**src/rtl/count_sequencer.sv**
```systemverilog
// Up/down BCD counter driven by debounced buttons, with hold-to-auto-repeat
// (initial delay, then a periodic step) and wrap at MAX_COUNT / 00.
module count_sequencer #(
    parameter int unsigned REPEAT_DELAY  = 12500000,
    parameter int unsigned REPEAT_PERIOD = 2500000,
    parameter int unsigned MAX_COUNT     = 99
) (
    input  logic       i_Clk,
    input  logic       i_Rst_L,
    input  logic       i_Up,
    input  logic       i_Down,
    input  logic       i_Clear,
    output logic [3:0] o_Ones,
    output logic [3:0] o_Tens,
    output logic       o_Step,
    output logic       o_Wrap,
    output logic       o_Repeat
);

    localparam int unsigned TimerMax = (REPEAT_DELAY > REPEAT_PERIOD) ? REPEAT_DELAY
                                                                       : REPEAT_PERIOD;
    localparam int unsigned TimerW   = $clog2(TimerMax);

    localparam logic [TimerW-1:0] DelayLoad  = TimerW'(REPEAT_DELAY - 1);
    localparam logic [TimerW-1:0] PeriodLoad = TimerW'(REPEAT_PERIOD - 1);
    localparam logic [TimerW-1:0] TimerOne   = TimerW'(1);
    localparam logic [3:0]        MaxTens    = 4'(MAX_COUNT / 10);
    localparam logic [3:0]        MaxOnes    = 4'(MAX_COUNT % 10);

    typedef enum logic [1:0] {
        StIdle,
        StDelay,
        StRepeat
    } state_e;

    state_e              state;
    logic                dir_up;
    logic [TimerW-1:0]   timer;
    logic                prev_up;
    logic                prev_down;

    logic                rise_up;
    logic                rise_down;
    logic                held;
    logic                opposite;
    logic                abort;
    logic                do_step;
    logic                step_up;

    logic [3:0]          up_tens;
    logic [3:0]          up_ones;
    logic                up_wrap;
    logic [3:0]          dn_tens;
    logic [3:0]          dn_ones;
    logic                dn_wrap;
    logic [3:0]          step_tens;
    logic [3:0]          step_ones;
    logic                step_wrap;

    assign rise_up   = i_Up & ~prev_up;
    assign rise_down = i_Down & ~prev_down;

    // Sequence ends when the latched button drops or the other one is pressed.
    assign held     = dir_up ? i_Up : i_Down;
    assign opposite = dir_up ? i_Down : i_Up;
    assign abort    = ~held | opposite;

    always_comb begin
        up_tens = o_Tens;
        up_ones = o_Ones;
        up_wrap = 1'b0;
        if (o_Tens == MaxTens && o_Ones == MaxOnes) begin
            up_tens = 4'd0;
            up_ones = 4'd0;
            up_wrap = 1'b1;
        end else if (o_Ones == 4'd9) begin
            up_ones = 4'd0;
            up_tens = o_Tens + 4'd1;
        end else begin
            up_ones = o_Ones + 4'd1;
        end
    end

    always_comb begin
        dn_tens = o_Tens;
        dn_ones = o_Ones;
        dn_wrap = 1'b0;
        if (o_Tens == 4'd0 && o_Ones == 4'd0) begin
            dn_tens = MaxTens;
            dn_ones = MaxOnes;
            dn_wrap = 1'b1;
        end else if (o_Ones == 4'd0) begin
            dn_ones = 4'd9;
            dn_tens = o_Tens - 4'd1;
        end else begin
            dn_ones = o_Ones - 4'd1;
        end
    end

    always_comb begin
        do_step = 1'b0;
        step_up = dir_up;
        case (state)
            StIdle: begin
                if (rise_up && !i_Down) begin
                    do_step = 1'b1;
                    step_up = 1'b1;
                end else if (rise_down && !i_Up) begin
                    do_step = 1'b1;
                    step_up = 1'b0;
                end
            end
            StDelay, StRepeat: begin
                do_step = ~abort && (timer == '0);
            end
            default: do_step = 1'b0;
        endcase
    end

    always_comb begin
        step_tens = step_up ? up_tens : dn_tens;
        step_ones = step_up ? up_ones : dn_ones;
        step_wrap = step_up ? up_wrap : dn_wrap;
    end

    always_ff @(posedge i_Clk or negedge i_Rst_L) begin
        if (!i_Rst_L) begin
            state     <= StIdle;
            dir_up    <= 1'b0;
            timer     <= '0;
            prev_up   <= 1'b0;
            prev_down <= 1'b0;
            o_Ones    <= 4'd0;
            o_Tens    <= 4'd0;
            o_Step    <= 1'b0;
            o_Wrap    <= 1'b0;
            o_Repeat  <= 1'b0;
        end else begin
            // Edge history keeps tracking through clear so a held button needs a fresh press.
            prev_up   <= i_Up;
            prev_down <= i_Down;
            if (i_Clear) begin
                state    <= StIdle;
                timer    <= '0;
                o_Ones   <= 4'd0;
                o_Tens   <= 4'd0;
                o_Step   <= 1'b0;
                o_Wrap   <= 1'b0;
                o_Repeat <= 1'b0;
            end else begin
                o_Step <= do_step;
                o_Wrap <= do_step & step_wrap;
                if (do_step) begin
                    o_Tens <= step_tens;
                    o_Ones <= step_ones;
                end
                case (state)
                    StIdle: begin
                        if (do_step) begin
                            dir_up <= step_up;
                            timer  <= DelayLoad;
                            state  <= StDelay;
                        end
                    end
                    StDelay: begin
                        if (abort) begin
                            state <= StIdle;
                            timer <= '0;
                        end else if (timer == '0) begin
                            timer    <= PeriodLoad;
                            state    <= StRepeat;
                            o_Repeat <= 1'b1;
                        end else begin
                            timer <= timer - TimerOne;
                        end
                    end
                    StRepeat: begin
                        if (abort) begin
                            state    <= StIdle;
                            timer    <= '0;
                            o_Repeat <= 1'b0;
                        end else if (timer == '0) begin
                            timer <= PeriodLoad;
                        end else begin
                            timer <= timer - TimerOne;
                        end
                    end
                    default: begin
                        state    <= StIdle;
                        timer    <= '0;
                        o_Repeat <= 1'b0;
                    end
                endcase
            end
        end
    end

endmodule

```
**config.mk**
```make
export PLATFORM = sky130hd
export DESIGN_NAME = count_sequencer
export DESIGN_NICKNAME = d
export VERILOG_FILES = /design/src/rtl/count_sequencer.sv
export SDC_FILE = /design/constraint.sdc
export NUM_CORES = 1
export LEC_CHECK = 0
export ABC_AREA = 1
export BUFFER_PORTS_ARGS = -buffer_cell sky130_fd_sc_hd__buf_2
export CORE_MARGIN = 5
export CORE_UTILIZATION = 28
export DETAILED_ROUTE_END_ITERATION = 8
export SETUP_SLACK_MARGIN = 0.4
export SLEW_MARGIN = 20
export SYNTH_ARGS = -nofsm -noshare
export SYNTH_HDL_FRONTEND = slang
export SYNTH_SLANG_ARGS = --single-unit
```
**constraint.sdc**
```tcl
create_clock -name i_Clk -period 1.7 [get_ports i_Clk]
set_input_delay 0.17 -clock i_Clk [delete_from_list [all_inputs] [get_ports i_Clk]]
set_output_delay 0.17 -clock i_Clk [all_outputs]
set_load 0.005 [all_outputs]
```
[Word level (Yosys, flattened, before mapping)]
Cells that the tools add are included.
Word-level totals
  logic and storage cells: 96
  register bits: 40
  input bits: 5
  output and inout port bits: 11
Cells by class
  equal/unequal tests: 11
  add/subtract/negate cells: 5
  bitwise gates (word level): 9
  reduce and logical (&&, ||, !) cells: 18
  muxes and demuxes: 43
Operators with widths (number)
  2-to-1 mux 24 bit: 4
  2-to-1 mux 4 bit: 14
  case mux 24 bit (2 select lines): 1
  logical NOT 24 bit: 1
  subtractor 24 x 1 -> 24 bit (second input constant): 1
  2-to-1 mux 1 bit: 16
  != test 3 bit (second input constant): 4
  2-to-1 mux 2 bit: 5
  AND reduction 3 bit: 3
  adder 4 x 1 -> 4 bit (second input constant): 2
  == test 4 bit (second input constant): 2
  logical NOT 4 bit: 2
  subtractor 4 x 1 -> 4 bit (second input constant): 2
  case mux 2 bit (3 select lines): 1
  logical AND 1 bit: 5
  inverter 1 bit: 5
  != test 4 x 2 -> 1 bit (second input constant): 1
  != test 4 bit (second input constant): 1
  AND reduction 4 bit: 1
  nonzero test 4 bit: 1
  bitwise AND 1 bit: 3
  case mux 1 bit (3 select lines): 1
  == test 2 x 1 -> 1 bit (second input constant): 1
  == test 2 bit (second input constant): 1
  7 further kinds: 8

[Logic depth before layout (Yosys ltp)]
  depth in word-level cells: 9
  depth in mapped cells: 15
  gate-level depth less buffers: 15

[Least setup slack after synthesis]
OpenSTA, ideal clock, no wires.
  path kind: flip-flop to flip-flop
  start: register state[0]
  end: register timer[0]
  path slack: -85 ps
  period minus slack after synthesis: 1785 ps
  path buffers: 0
  cell stages (with the launch flop): 8
  arrival: 1657 ps
  library setup time: 128 ps
  data required time: 1572 ps
  path through: dfrtp_1 > inv_1 > ha_1 > a21boi_4 > a31oi_1 > o21ai_0 > nand3_1 > o21ai_0
On the way
  longest elaborated chain between the ends: 4
  elaborated cells on any way between the ends: 8
  classes of those cells: eq/ne: 3; mux: 3; reduce/logical: 2
Ends and longest elaborated chain
  from (decl): line 36  | state_e state;
  from (signal assigned): line 128  | state <= StIdle;
  from (signal assigned): line 143  | state <= StIdle;
  from (signal assigned): line 162  | state <= StDelay;
  == test 2 bit / == test 2 x 1 -> 1 bit (equally long branches): line 103, 157
  OR reduction 2 bit (no source line)
  case mux 1 bit (2 select lines) / case mux 24 bit (2 select lines) (equally long branches): line 103, 157
  != test 3 bit (no source line) / 2-to-1 mux 24 bit (equally long branches)
  to (signal assigned): line 161  | timer <= DelayLoad;
  to (signal assigned): line 170  | timer <= PeriodLoad;
  to (signal assigned): line 174  | timer <= timer - TimerOne;
  to (decl): line 38  | logic [TimerW-1:0] timer;
Several ways; a longest one is shown, not always the timed one.
A chain may end at the register's enable or synchronous reset.

[Worst setup path after layout]
  start: register state[1]
  end: register o_Tens[3]
On the way
  longest elaborated chain between the ends: 5
  elaborated cells on any way between the ends: 13
  classes of those cells: eq/ne: 3; mux: 5; reduce/logical: 5
Ends and longest elaborated chain
  == test 2 bit (tied with other cells): line 103  | case (state)
  OR reduction 2 bit (no source line) / 2-to-1 mux 1 bit (equally long branches)
  case mux 1 bit (2 select lines) / 2-to-1 mux 4 bit (equally long branches): line 103, 121
  nonzero test 2 bit (no source line) / 2-to-1 mux 4 bit (equally long branches)
  AND reduction 3 bit (no source line) / 2-to-1 mux 4 bit (equally long branches)
  to (signal assigned): line 154  | o_Tens <= step_tens;
  to (decl): line 14  | output logic [3:0] o_Tens,
Several ways; a longest one is shown, not always the timed one. The select of a mux whose other input is x is not followed.

==> key figures <==
Outcome
  • Status: finished, violations left
  • Failing checks: negative setup slack

Clock network
  • Num CTS Buffers: 5
  • Clk_lat worst skew: about 0.30 ns
  • Clk pin slew, worst setup/hold paths: 0.08 ns
  • Max Buffers Root-to-Sink: 2
  • CTS tree: yes
  • Sink Count: 40
  • CTS Root Cell: clkbuf_8
  • CTS H-tree lvls: 2

Min path
  • Class of the worst hold path: input port to register
  • Hold path cells: 1

Timing
  • RSZ-0062 raised after global routing: yes
  • Setup WS post-layout: -0.0846 ns
  • Relative slew slack: 0.683
  • Max Fclk: 560 MHz
  • Endpoints failing setup: 30
  • Max-slew violations: 0
  • Final worst-path cycle share: 1.05
  • Slew of the pin with the lowest slew margin: 0.476 ns
  • Crit path time final: between 1.5 and 2 ns
  • Final number of hold-violating endpoints: 0
  • Worst Skew: 0.0108 ns

Yosys
  • Synth cell types: 30
  • Post-synth design cell area: 2850 µm²
  • Syn_nets: 427
  • Synth Instances: 410
  • Synth Register Bits: 40
  • Warnings, synthesis: 0
  • Post-synthesis sequential area ratio: 0.351
  • Synthesized area per cell: 6.96 µm²

Floorplan
  • Starting Density: 0.289
  • Site Rows: 36
  • I/O Pins: 16
  • Die Area: 12,300 µm²
  • CORE AREA: 9860 µm²
  • Die H: 111 µm
  • Die Wd: 111 µm

Setup path
  • Max FO, Critical Path: 4
  • Critical Path Start Type: register
  • Critical path class: register to register
  • R2R Setup Slk: -0.08 ns
  • Worst Path Required: 1.92 ns
  • WP data arrival: around 2.0 ns
  • Reg2reg path depth: 14
  • CP endpoint kind: register

Drt
  • WL/cell: 14.0 µm
  • ANT nets after route: 0
  • Routed via count: 3,202
  • DRT iter0 DRCs: 219
  • Via density: 4.84
  • DRC viols: 0
  • Routed wire length: 9250 µm
  • 1st-pass router iterations: 4

Global route
  • GRT Residual Overflow: 0
  • Met2 usage: 0.253
  • Initial antenna violation count: 0
  • Vias in the first global route: 3,032
  • GRT Util Overall: 0.147
  • Routing usage on met1: 0.194
  • Largest net degree at the start of global routing: 19
  • Most used routing layer: met2
  • Met3 Use GR: 0.0153
  • First-pass GRT wire length: approximately 15,000 µm

Pwr
  • Worst ir drop on vdd: 0.693 mV
  • Pwr Total: 7.29 mW
  • Pleak: roughly 2.2 nW
  • Power Density: 1640 nW/µm²

Final layout
  • Antenna fix cells: 0
  • Nets: 544
  • Filler Cell Count: 946
  • Area growth syn-to-layout: 56.0%
  • Multi-input logic area: 2010 µm²
  • Reg area: 1000 µm²
  • Ratio of cells with drive above 1 in the final layout: 0.403

Place
  • Port bufs: 15
  • GP Congestion: 0.928
  • Post-DP HPWL: 6440 µm
  • Pre-CTS setup slack: -0.116 ns

Flow run
  • Max-Cap Viols: 0
worst max-delay path, stage by stage, from the launching register on:
cell and delay (ns):
dfrtp_1 0.41, inv_2 0.09, ha_4 0.15, inv_4 0.05, nor3_4 0.21, inv_1 0.08
nand2_2 0.12, inv_2 0.06, nand2_2 0.08, nand2_2 0.07, inv_2 0.06, nand3_2 0.10
nand2_4 0.11, nand2_1 0.05, o21ai_1 0.07
synthesized netlist by cell type:
| cell | number | area, µm² |
|---|---|---|
| buf_4 | 2 | 15.0 |
| nand3_1 | 50 | 250 |
| nor3_1 | 9 | 45.0 |
| ha_1 | 12 | 150 |
| clkbuf_1 | 1 | 3.75 |
| nand4_1 | 11 | 68.8 |
| buf_6 | 1 | 11.3 |
| nor3_4 | 1 | 16.3 |
| o21ai_1 | 4 | 20.0 |
| nor2_1 | 48 | 180 |
| a21boi_4 | 1 | 18.8 |
| buf_1 | 1 | 3.75 |
| buf_2 | 1 | 5.00 |
| nand2_4 | 2 | 22.5 |
| nand2_1 | 97 | 364 |
| a21oi_1 | 5 | 25.0 |
| a31oi_1 | 3 | 18.8 |
| o22ai_1 | 2 | 12.5 |
| inv_2 | 2 | 7.51 |
| xnor2_1 | 5 | 43.8 |
| o21ai_0 | 32 | 160 |
| nand2_2 | 3 | 18.8 |
| dfrtp_1 | 40 | 1000 |
| o21ai_2 | 1 | 8.76 |
| o211ai_1 | 1 | 7.51 |
| nor2_2 | 3 | 18.8 |
| xor2_1 | 15 | 131 |
| nand3b_1 | 2 | 15.0 |
| o21a_1 | 1 | 7.51 |
| inv_1 | 54 | 203 |
per-stage QoR:
step | hold WS (ns) | setup TNS (ns) | std cells | instance area, µm² | utilization
finish | 0.0503 | -1.21 | 661 | 4450 | 0.451
global route | 0.0326 | -4.86 | 661 | 4450 | 0.451
CTS | 0.0305 | -0.225 | 651 | 4220 | 0.428
detailed placement | 0.149 | -2.20 | 628 | 3710 | 0.376
global placement | 0.143 | -1.32 | 628 | 3710 | 0.376
floorplan | -0.126 | -0.0325 | 410 | 2920 | -
logic make-up (layout without fill, tap and decap cells):
logic type | Yosys count | after routing | synth area share
XOR/XNOR | 20 | 20 | 0.0614
AND/OR/NAND/NOR | 226 | 226 | 0.350
buffers and inverters | 62 | 179 | 0.0872
AO/OA/AOI/OAI | 50 | 51 | 0.0978
flip-flops | 40 | 40 | 0.351
adder cells (fa/ha/maj) | 12 | 12 | 0.0526
where the power goes:
group | internal [mW] | leakage (nW) | switching [mW]
Sequential | 1.19 | 0.532 | 0.216
Clock | 0.519 | 0.0645 | 0.348
Combinational | 2.36 | 1.62 | 2.66
Total | 4.07 | 2.22 | 3.22
final cells by class:
cell class	instances	share of cell area
tap	133	0.0374
timing repair buffer	115	0.209
multi-input combinational	309	0.451
inverter	56	0.0495
clock buffer	7	0.0216
clock inverter	1	0.00674
sequential	40	0.225
timing repair:
item | 4_1_cts | 5_1_grt
pin swaps | 26 | 19
hold buffers | 1 | 0
resized for setup | 62 | 44
gates cloned | 2 | 0
hold endpoints to repair | 16 | 0
buffers inserted | 12 | 10
setup endpoints to repair | 38 | 38
cells in the final DEF (no fill, tap or decap), drive strengths merged:
| cell | n |
|---|---|
| nor3 | 10 |
| nand2 | 102 |
| ha | 12 |
| dfrtp | 40 |
| o21a | 1 |
| nand4 | 11 |
| o21ai | 37 |
| bufinv | 1 |
| inv | 56 |
| buf | 114 |
| dlygate4sd3 | 1 |
| nor2 | 51 |
| nand3b | 2 |
| o22ai | 2 |
| clkbuf | 7 |
| a21boi | 1 |
| a21oi | 5 |
| a31oi | 4 |
| nand3 | 50 |
| o211ai | 1 |
| xnor2 | 5 |
| xor2 | 15 |
layer usage:
| metal | routed length (µm) | up-vias |
|---|---|---|
| li1 | - | 1561 |
| met1 | 3990 | 1545 |
| met2 | 4720 | 84 |
| met3 | 396 | 12 |
| met4 | 151 | 0 |
| met5 | 0 | - |
final timing paths:
| path | from | to |
|---|---|---|
| worst min register to register | o_Repeat | o_Repeat |
| worst max register to register | state[1] | o_Tens[3] |
| min in group asynchronous | i_Rst_L | o_Tens[1] |
| worst min-delay path | i_Up | prev_up |
| worst max-delay path | state[1] | o_Tens[3] |
| max in group asynchronous | i_Rst_L | timer[17] |
flip-flops by register name, summed over array words and instances, names as in the netlist:
register,flops
o_Repeat,1
o_Tens,4
timer,24
o_Ones,4
dir_up,1
prev_up,1
state,2
o_Wrap,1
o_Step,1
prev_down,1
Power figures use the tool's default switching activity.
